### config.mk
export PLATFORM = sky130hd
export DESIGN_NAME = tile_blitter_flat
export DESIGN_NICKNAME = d
export VERILOG_FILES = /design/src/rtl/tile_blitter_if.sv /design/src/rtl/tile_blitter.sv /design/src/flat_wrapper.sv
export SDC_FILE = /design/constraint.sdc
export NUM_CORES = 1
export LEC_CHECK = 0
export CAP_MARGIN = 20
export CORE_MARGIN = 2
export CORE_UTILIZATION = 44
export DETAILED_ROUTE_END_ITERATION = 10
export PLACE_DENSITY = 0.72
export SYNTH_ARGS = -nofsm -noshare
export SYNTH_HDL_FRONTEND = slang
export SYNTH_SLANG_ARGS = --single-unit
### constraint.sdc
create_clock -name clock -period 3.5 [get_ports clock]
set_input_delay 0.875 -clock clock [delete_from_list [all_inputs] [get_ports clock]]
set_output_delay 0.875 -clock clock [all_outputs]
set_load 0.02 [all_outputs]
### src/rtl/tile_blitter_if.sv
// tile_blitter_if: groups the draw-request, ROM read and VGA write signals
// of the tile blitter into one bundle.
//   go, X, Y, memory_select, tile_select : draw request from the datapath
//   rom_addr, rom_sel / rom_data         : ROM read port (address out, colour back)
//   X_out, Y_out, colour, write_en       : VGA adapter write port
//   busy, finished                       : status back to the datapath
// master: the environment (datapath, ROM, VGA adapter); slave: the blitter.
interface tile_blitter_if;
  logic        go;
  logic [8:0]  X;
  logic [7:0]  Y;
  logic [1:0]  memory_select;
  logic [3:0]  tile_select;
  logic [16:0] rom_addr;
  logic [1:0]  rom_sel;
  logic [2:0]  rom_data;
  logic [8:0]  X_out;
  logic [7:0]  Y_out;
  logic [2:0]  colour;
  logic        write_en;
  logic        busy;
  logic        finished;

  modport master (
    output go, X, Y, memory_select, tile_select, rom_data,
    input  rom_addr, rom_sel, X_out, Y_out, colour, write_en, busy, finished
  );

  modport slave (
    input  go, X, Y, memory_select, tile_select, rom_data,
    output rom_addr, rom_sel, X_out, Y_out, colour, write_en, busy, finished
  );
endinterface

### src/rtl/tile_blitter.sv
// tile_blitter: copies a 16x16 sprite tile or a full-screen image from
// on-chip ROM to the VGA adapter write port, one pixel per clock.
// Ports:
//   clock : system clock
//   reset : asynchronous, active-high
//   bus   : tile_blitter_if.slave (draw request, ROM read port, VGA write
//           port, busy/finished status)
// A copy of N pixels takes N+2 cycles from the accepted go edge to the
// one-cycle finished pulse; clipped and transparent pixels still take
// their cycle.
module tile_blitter #(
  parameter logic [2:0] TRANSPARENT = 3'b101,
  parameter int         SCREEN_W    = 320,
  parameter int         SCREEN_H    = 240
) (
  input  logic          clock,
  input  logic          reset,
  tile_blitter_if.slave bus
);

  typedef enum logic [1:0] {IDLE, RUN, DRAIN, DONE} state_t;

  localparam logic [8:0] W_LIM      = 9'(SCREEN_W);
  localparam logic [7:0] H_LIM      = 8'(SCREEN_H);
  localparam logic [8:0] LAST_X_SCR = 9'(SCREEN_W - 1);
  localparam logic [7:0] LAST_Y_SCR = 8'(SCREEN_H - 1);
  localparam logic [8:0] LAST_X_TIL = 9'd15;
  localparam logic [7:0] LAST_Y_TIL = 8'd15;

  state_t state, state_next;

  // latched operands and raster counters
  logic [8:0] x_base;
  logic [7:0] y_base;
  logic [1:0] sel;
  logic [3:0] tile;
  logic [8:0] rx;
  logic [7:0] ry;
  logic       drain_cnt;

  logic       full_src;
  logic [8:0] last_x;
  logic [7:0] last_y;
  logic       row_end;
  logic       last_pix;
  logic       vld_p0;

  // stage 1 and stage 2 pipeline registers
  logic       vld_p1;
  logic [8:0] rx_p1;
  logic [7:0] ry_p1;
  logic [8:0] x_p2;
  logic [7:0] y_p2;
  logic [2:0] colour_p2;
  logic       we_p2;

  logic [8:0] x_sum;
  logic [7:0] y_sum;
  logic       busy_c;
  logic       finished_c;

  // Full-screen address is ry*320+rx built from two shifts and an add.
  function automatic logic [16:0] rom_address(input logic       full,
                                              input logic [3:0] t,
                                              input logic [8:0] x,
                                              input logic [7:0] y);
    logic [16:0] y17;
    y17 = {9'd0, y};
    if (full)
      return (y17 << 8) + (y17 << 6) + {8'd0, x};
    else
      return {5'b0, t, y[3:0], x[3:0]};
  endfunction

  function automatic logic on_screen(input logic [8:0] x, input logic [7:0] y);
    return (x < W_LIM) && (y < H_LIM);
  endfunction

  assign full_src = (sel != 2'd1);
  assign last_x   = full_src ? LAST_X_SCR : LAST_X_TIL;
  assign last_y   = full_src ? LAST_Y_SCR : LAST_Y_TIL;
  assign row_end  = (rx == last_x);
  assign last_pix = row_end && (ry == last_y);
  assign vld_p0   = (state == RUN);

  always_ff @(posedge clock or posedge reset) begin
    if (reset) state <= IDLE;
    else       state <= state_next;
  end

  always_comb begin
    state_next = state;
    busy_c     = 1'b1;
    finished_c = 1'b0;
    case (state)
      IDLE: begin
        busy_c = 1'b0;
        if (bus.go) state_next = RUN;
      end
      RUN:   if (last_pix) state_next = DRAIN;
      DRAIN: if (drain_cnt) state_next = DONE;
      DONE: begin
        finished_c = 1'b1;
        state_next = IDLE;
      end
      default: state_next = IDLE;
    endcase
  end

  // Operand latch and raster counters. Full-screen sources always draw at
  // the origin, so their destination is forced to 0 at the latch.
  always_ff @(posedge clock or posedge reset) begin
    if (reset) begin
      x_base    <= '0;
      y_base    <= '0;
      sel       <= '0;
      tile      <= '0;
      rx        <= '0;
      ry        <= '0;
      drain_cnt <= 1'b0;
    end else begin
      case (state)
        IDLE: begin
          drain_cnt <= 1'b0;
          if (bus.go) begin
            sel    <= bus.memory_select;
            tile   <= bus.tile_select;
            x_base <= (bus.memory_select == 2'd1) ? bus.X : 9'd0;
            y_base <= (bus.memory_select == 2'd1) ? bus.Y : 8'd0;
            rx     <= '0;
            ry     <= '0;
          end
        end
        RUN: begin
          drain_cnt <= 1'b0;
          if (row_end) begin
            rx <= '0;
            if (!last_pix) ry <= ry + 8'd1;
          end else begin
            rx <= rx + 9'd1;
          end
        end
        DRAIN:   drain_cnt <= 1'b1;
        default: drain_cnt <= 1'b0;
      endcase
    end
  end

  // ---- stage 1: coordinates travel with the ROM access ----
  always_ff @(posedge clock or posedge reset) begin
    if (reset) vld_p1 <= 1'b0;
    else       vld_p1 <= vld_p0;
  end

  always_ff @(posedge clock) begin
    rx_p1 <= rx;
    ry_p1 <= ry;
  end

  // ---- stage 2: screen position, colour and plot strobe ----
  assign x_sum = x_base + rx_p1;
  assign y_sum = y_base + ry_p1;

  always_ff @(posedge clock or posedge reset) begin
    if (reset) begin
      x_p2      <= '0;
      y_p2      <= '0;
      colour_p2 <= '0;
      we_p2     <= 1'b0;
    end else begin
      x_p2      <= x_sum;
      y_p2      <= y_sum;
      colour_p2 <= bus.rom_data;
      we_p2     <= vld_p1 && on_screen(x_sum, y_sum) &&
                   (full_src || (bus.rom_data != TRANSPARENT));
    end
  end

  assign bus.rom_addr = rom_address(full_src, tile, rx, ry);
  assign bus.rom_sel  = sel;
  assign bus.X_out    = x_p2;
  assign bus.Y_out    = y_p2;
  assign bus.colour   = colour_p2;
  assign bus.write_en = we_p2;
  assign bus.busy     = busy_c;
  assign bus.finished = finished_c;

endmodule

### src/flat_wrapper.sv
// flat-port wrapper written by rule: the top's interface ports become plain ports
module tile_blitter_flat 
#(
  parameter logic [2:0] TRANSPARENT = 3'b101,
  parameter int         SCREEN_W    = 320,
  parameter int         SCREEN_H    = 240
)
  (clock, reset, bus_go, bus_X, bus_Y, bus_memory_select, bus_tile_select, bus_rom_data, bus_rom_addr, bus_rom_sel, bus_X_out, bus_Y_out, bus_colour, bus_write_en, bus_busy, bus_finished);
  tile_blitter_if bus_i ();
  input  logic clock;
  input  logic reset;
  input wire logic [$bits(bus_i.go)-1:0] bus_go;
  input wire logic [$bits(bus_i.X)-1:0] bus_X;
  input wire logic [$bits(bus_i.Y)-1:0] bus_Y;
  input wire logic [$bits(bus_i.memory_select)-1:0] bus_memory_select;
  input wire logic [$bits(bus_i.tile_select)-1:0] bus_tile_select;
  input wire logic [$bits(bus_i.rom_data)-1:0] bus_rom_data;
  output wire logic [$bits(bus_i.rom_addr)-1:0] bus_rom_addr;
  output wire logic [$bits(bus_i.rom_sel)-1:0] bus_rom_sel;
  output wire logic [$bits(bus_i.X_out)-1:0] bus_X_out;
  output wire logic [$bits(bus_i.Y_out)-1:0] bus_Y_out;
  output wire logic [$bits(bus_i.colour)-1:0] bus_colour;
  output wire logic [$bits(bus_i.write_en)-1:0] bus_write_en;
  output wire logic [$bits(bus_i.busy)-1:0] bus_busy;
  output wire logic [$bits(bus_i.finished)-1:0] bus_finished;
  assign bus_i.go = bus_go;
  assign bus_i.X = bus_X;
  assign bus_i.Y = bus_Y;
  assign bus_i.memory_select = bus_memory_select;
  assign bus_i.tile_select = bus_tile_select;
  assign bus_i.rom_data = bus_rom_data;
  assign bus_rom_addr = bus_i.rom_addr;
  assign bus_rom_sel = bus_i.rom_sel;
  assign bus_X_out = bus_i.X_out;
  assign bus_Y_out = bus_i.Y_out;
  assign bus_colour = bus_i.colour;
  assign bus_write_en = bus_i.write_en;
  assign bus_busy = bus_i.busy;
  assign bus_finished = bus_i.finished;
  tile_blitter #(.TRANSPARENT(TRANSPARENT), .SCREEN_W(SCREEN_W), .SCREEN_H(SCREEN_H)) u_core (.clock(clock), .reset(reset), .bus(bus_i));
endmodule
======== Yosys cells after proc, flatten, opt, wreduce, memory -nomap -nowiden ========
Cells that the tools add are included.
word-level totals
  bits in registers ....................... 82
  output and inout bits ................... 42
  word-level logic and storage cells ...... 66
cells by class
  $lt $le $gt $ge ......................... 2
  multiplexer cells ....................... 19
  reductions and logical operators ........ 11
  eq/ne operators ......................... 13
  add/subtract/negate cells ............... 6
operator list
  cell                                                   number
  2-to-1 mux 8 bit                                       5
  2-to-1 mux 9 bit                                       4
  case mux 9 bit (2 select lines)                        1
  adder 16 x 14 -> 17 bit                                1
  adder 17 x 9 -> 17 bit                                 1
  2-to-1 mux 17 bit                                      1
  case mux 8 bit (2 select lines)                        1
  adder 9 x 1 -> 9 bit, second input constant            1
  adder 9 bit                                            1
  == test 9 bit                                          1
  less-than comparator 9 bit, second input constant      1
  adder 8 x 1 -> 8 bit, second input constant            1
  adder 8 bit                                            1
  == test 8 bit                                          1
  less-than comparator 8 bit, second input constant      1
  inequality test 2 x 1 -> 1 bit, second input constant  4
  case mux 2 bit (4 select lines)                        1
  2-to-1 mux 2 bit                                       3
  == test 2 x 1 -> 1 bit, second input constant          2
  == test 2 bit, second input constant                   2
  logical AND 1 bit                                      4
  inequality test 2 bit, second input constant           2
  AND reduction 2 bit                                    2
  AND reduction 4 bit                                    1
  6 further kinds                                        8

======== Depth between registers and ports, before layout ========
  depth in word-level cells ............... 7
  depth in mapped cells ................... 10
  depth with buffers taken out ............ 10

======== Least setup slack after synthesis ========
No wires, ideal clock.
  path type ............................... flip-flop to output port
  start point ............................. register u_core.ry[0]
  end point ............................... output bus_rom_addr[15]
  data arrival time ....................... 2.852 ns
  cell stages (with the launch flop) ...... 11
  slack ................................... -0.227 ns
  data required time ...................... 2.625 ns
  path through ............................ dfrtp_1 -> inv_1 -> fa_1 -> inv_1 -> fa_1 -> a21o_1 -> a21oi_1 -> o21bai_1 -> a2111oi_0 -> nor2_1 -> mux2i_1
between the ends
  cells in the longest elaborated chain, start to end .. 3
RTL lines
  element                   RTL line             text
  start: declaration        tile_blitter.sv:38   logic [7:0] ry;
  start signal: assignment  tile_blitter.sv:138  if (!last_pix) ry <= ry + 8'd1;
  adder 16 x 14 -> 17 bit   tile_blitter.sv:70   return (y17 << 8) + (y17 << 6) + {8'd0, x};
  adder 17 x 9 -> 17 bit    tile_blitter.sv:70
  2-to-1 mux 17 bit         tile_blitter.sv:69   if (full)
  end: declaration          flat_wrapper.sv:18   output wire logic [$bits(bus_i.rom_addr)-1:0] bus_rom_addr;
No other way between the ends.

======== Worst setup path after layout ========
  start point ............................. register u_core.ry[0]
  end point ............................... output bus_rom_addr[14]
Same word-level chain as after synthesis.

==> impl_metrics.tcl <==
set metrics [dict create \
    drt_iter0_markers 104 \
    setup.worst_path.start_class "register" \
    rsz0062_at_grt "yes" \
    drive_gt1_frac 0.167 \
    fmax_mhz 256 \
    area_growth_pct 30.9 \
    synth_edf_count 0 \
    wl_um 9590 \
    cts.clk_slew.worst_paths_ps 80 \
    syn_nets 463 \
    drt_pass1_iterations 4 \
    multi_input_area_um2 2180 \
    wl_per_cell_um 15.3 \
    grt_max_degree 35 \
    avgSynthCellArea_um2 10.6 \
    post-route-period-util 1.12 \
    worstSetupEndpointType "primary output" \
    nets 560 \
    finalClockSkew_ps 7.72 \
    ir_drop_v 0.000499 \
    tns_ps -1370 \
    root_buffer "clkbuf_8" \
    worstSkewPairLatency_ps 350 \
    synthCells 394 \
    power.total_mw 3.34 \
    synth.top_cell.area_share 0.389 \
    critPathMostFrequentCell "inv_2" \
    htreeDepth 3 \
    final_common_cell "dfrtp_1" \
    cts_sinks 82 \
    drc 0 \
    required_ps 2620 \
    worstPathMaxFanout 3 \
    ys_async_sr_fraction 0.793 \
    failed_checks "negative setup slack" \
    start_util 0.453 \
    slew_violations 0 \
    p_leak_nw 2.60 \
    yosysSeqAreaShare 0.470 \
    tightest_slew_ps 1000 \
    setup_viol 5 \
    grt.overflow.total 0 \
    crit_slowest_cell "fa_1" \
    fill_cells 792 \
    synth_seq_cells 82 \
    antenna_found_initial 0 \
    worst_slack_ps -405 \
    hold_viol_final 0 \
    period_minus_slack_ps 3910 \
    hold_path.class "register to register" \
    num_vias 3311 \
    grt_pass1_wl_um 15900 \
    status "finished with violations" \
    synth_largest_area_cell "dfrtp_1" \
    viasPerCell 5.30 \
    max-cap-violations 0 \
    crit_arrival_ps 3030 \
    antenna_cells 0 \
    cts_tree "built" \
    path_cells "inv_2 > fa_1 > inv_2 > ha_4 > a21o_1 > a21oi_2 > o21bai_2 > a2111o_1 > and3_4 > nor3_4 > buf_6" \
    io_buffers 70 \
    core_um2 9240 \
    clk_path_buf_depth 2 \
    final_util 0.593 \
    io_pins 71 \
    r2r_setup_slack_ps 610 \
    syn_area_um2 4190 \
    power_density_nw_per_um2 610 \
    synth_warnings 0 \
    path_class "register to primary output" \
    dieArea_um2 10300 \
    synthFlopType "dfrtp_1" \
    seq_area_um2 1970 \
    critPathMaxStageDelay_ps 550 \
    rows 35 \
    grt_use_total 0.196 \
    dp_hpwl_um 6910 \
    fp.dieH_um 102 \
    die_width_um 102 \
    relSlewSlack 0.322 \
    place.gp.congestion 0.854 \
    grt_pass1_vias 3372 \
    synth.area.top_cells "dfrtp_1 (39%), ha_1 (11%), dfxtp_1 (8.1%), a22o_1 (3.8%), nand2_1 (3.3%)" \
    mostFrequentLayoutCells "dfrtp_1 (65), clkdlybuf4s50_1 (61), nand2_1 (37), ha_1 (34), buf_4 (34)" \
    numCtsBuffers 9 \
    drtAntennaViolNets 0 \
    yosys.cell_types.count 57 \
]
## area by class of cell
type,instances,area share
inverter,17,0.0116
clock buffer,11,0.0258
tap,129,0.0295
clock inverter,5,0.00982
multi-input combinational,281,0.397
sequential,82,0.359
timing repair buffer,100,0.167
## sequential cells by signal (all words and copies together) (netlist names)
name / count
u_core.ry: 8
u_core.rx_p1: 9
u_core.drain_cnt: 1
u_core.bus.colour: 3
u_core.bus.Y_out: 8
u_core.y_base: 8
u_core.vld_p1: 1
u_core.bus.write_en: 1
u_core.x_base: 9
u_core.rx: 9
u_core.bus.rom_sel: 2
u_core.ry_p1: 8
u_core.tile: 4
u_core.state: 2
u_core.bus.X_out: 9
## through the flow
step | hold slack (ps) | setup slack (ps) | instances | cell area (µm²)
floorplan | 404 | -16.5 | 394 | 4210
global placement | 447 | -474 | 603 | 5190
detailed placement | 456 | -552 | 603 | 5190
CTS | 476 | -355 | 620 | 5390
global route | 491 | -562 | 625 | 5480
finish | 476 | -405 | 625 | 5480
## layer usage
metal | GRT usage | share of wire | vias to the layer above
met4 | 0.0821 | 0.022 | 0
met3 | 0.0324 | 0.035 | 20
li1 | - | - | 1635
met2 | 0.321 | 0.48 | 66
met5 | 0 | 0 | -
met1 | 0.259 | 0.46 | 1590
## repair_timing
action                     4_1_cts  5_1_grt
pin swaps                       11       16
buffers inserted                 1        5
hold buffers                     0        0
setup endpoints to repair        9        8
resized for setup               37       20
## cells in the mapped netlist (6+ instances only)
cell type / number
dfrtp_1: 65
nand2_1: 37
ha_1: 36
o21ai_0: 23
a22o_1: 18
a21oi_1: 17
dfxtp_1: 17
inv_1: 17
nor2_1: 15
nand3_1: 13
xnor2_1: 10
clkbuf_1: 9
nor3_1: 8
nand2b_1: 7
xor2_1: 7
a21o_1: 6
mux2_2: 6
## worst max-delay path, delay by kind of cell (launching register included)
kind                     cells  cell delay, ps
AO/OA/AOI/OAI                4             930
adder cells (fa/ha/maj)      2             750
buffers and inverters        3             250
flip-flops                   1             370
AND/OR/NAND/NOR              2             370
## kinds of logic after synthesis
| logic type | after synthesis | share of synthesized area |
|---|---|---|
| simple gates | 107 | 0.127 |
| compound gates | 105 | 0.177 |
| flops | 82 | 0.470 |
| fa+ha+maj | 40 | 0.127 |
| buf+inv | 31 | 0.0332 |
| xor+xnor | 17 | 0.0356 |
| mux | 12 | 0.0308 |
## power by group
part	total, mW	leakage [nW]	internal (mW)	switching (mW)
logic	1.34	1.50	0.608	0.734
registers	1.32	1.00	1.18	0.137
clock network	0.679	0.103	0.347	0.332
total	3.34	2.60	2.14	1.20
## worst paths after layout
path / start / to / cells after the start
setup / recovery: u_core.ry[0]$_DFFE_PP0P_ / bus_rom_addr[14] / 11
max in group asynchronous: reset / u_core.state[0]$_DFFE_PP0P_ / 3
min in group asynchronous: reset / u_core.bus.colour[2]$_DFF_PP0_ / 2
hold reg to reg: u_core.rx[1]$_DFFE_PP0P_ / u_core.rx_p1[1]$_DFF_P_ / 0
hold / removal: u_core.rx[1]$_DFFE_PP0P_ / u_core.rx_p1[1]$_DFF_P_ / 0
setup reg to reg: u_core.bus.rom_sel[1]$_DFFE_PP0P_ / u_core.state[1]$_DFFE_PP0P_ / 6
Power figures use the tool's default switching activity.
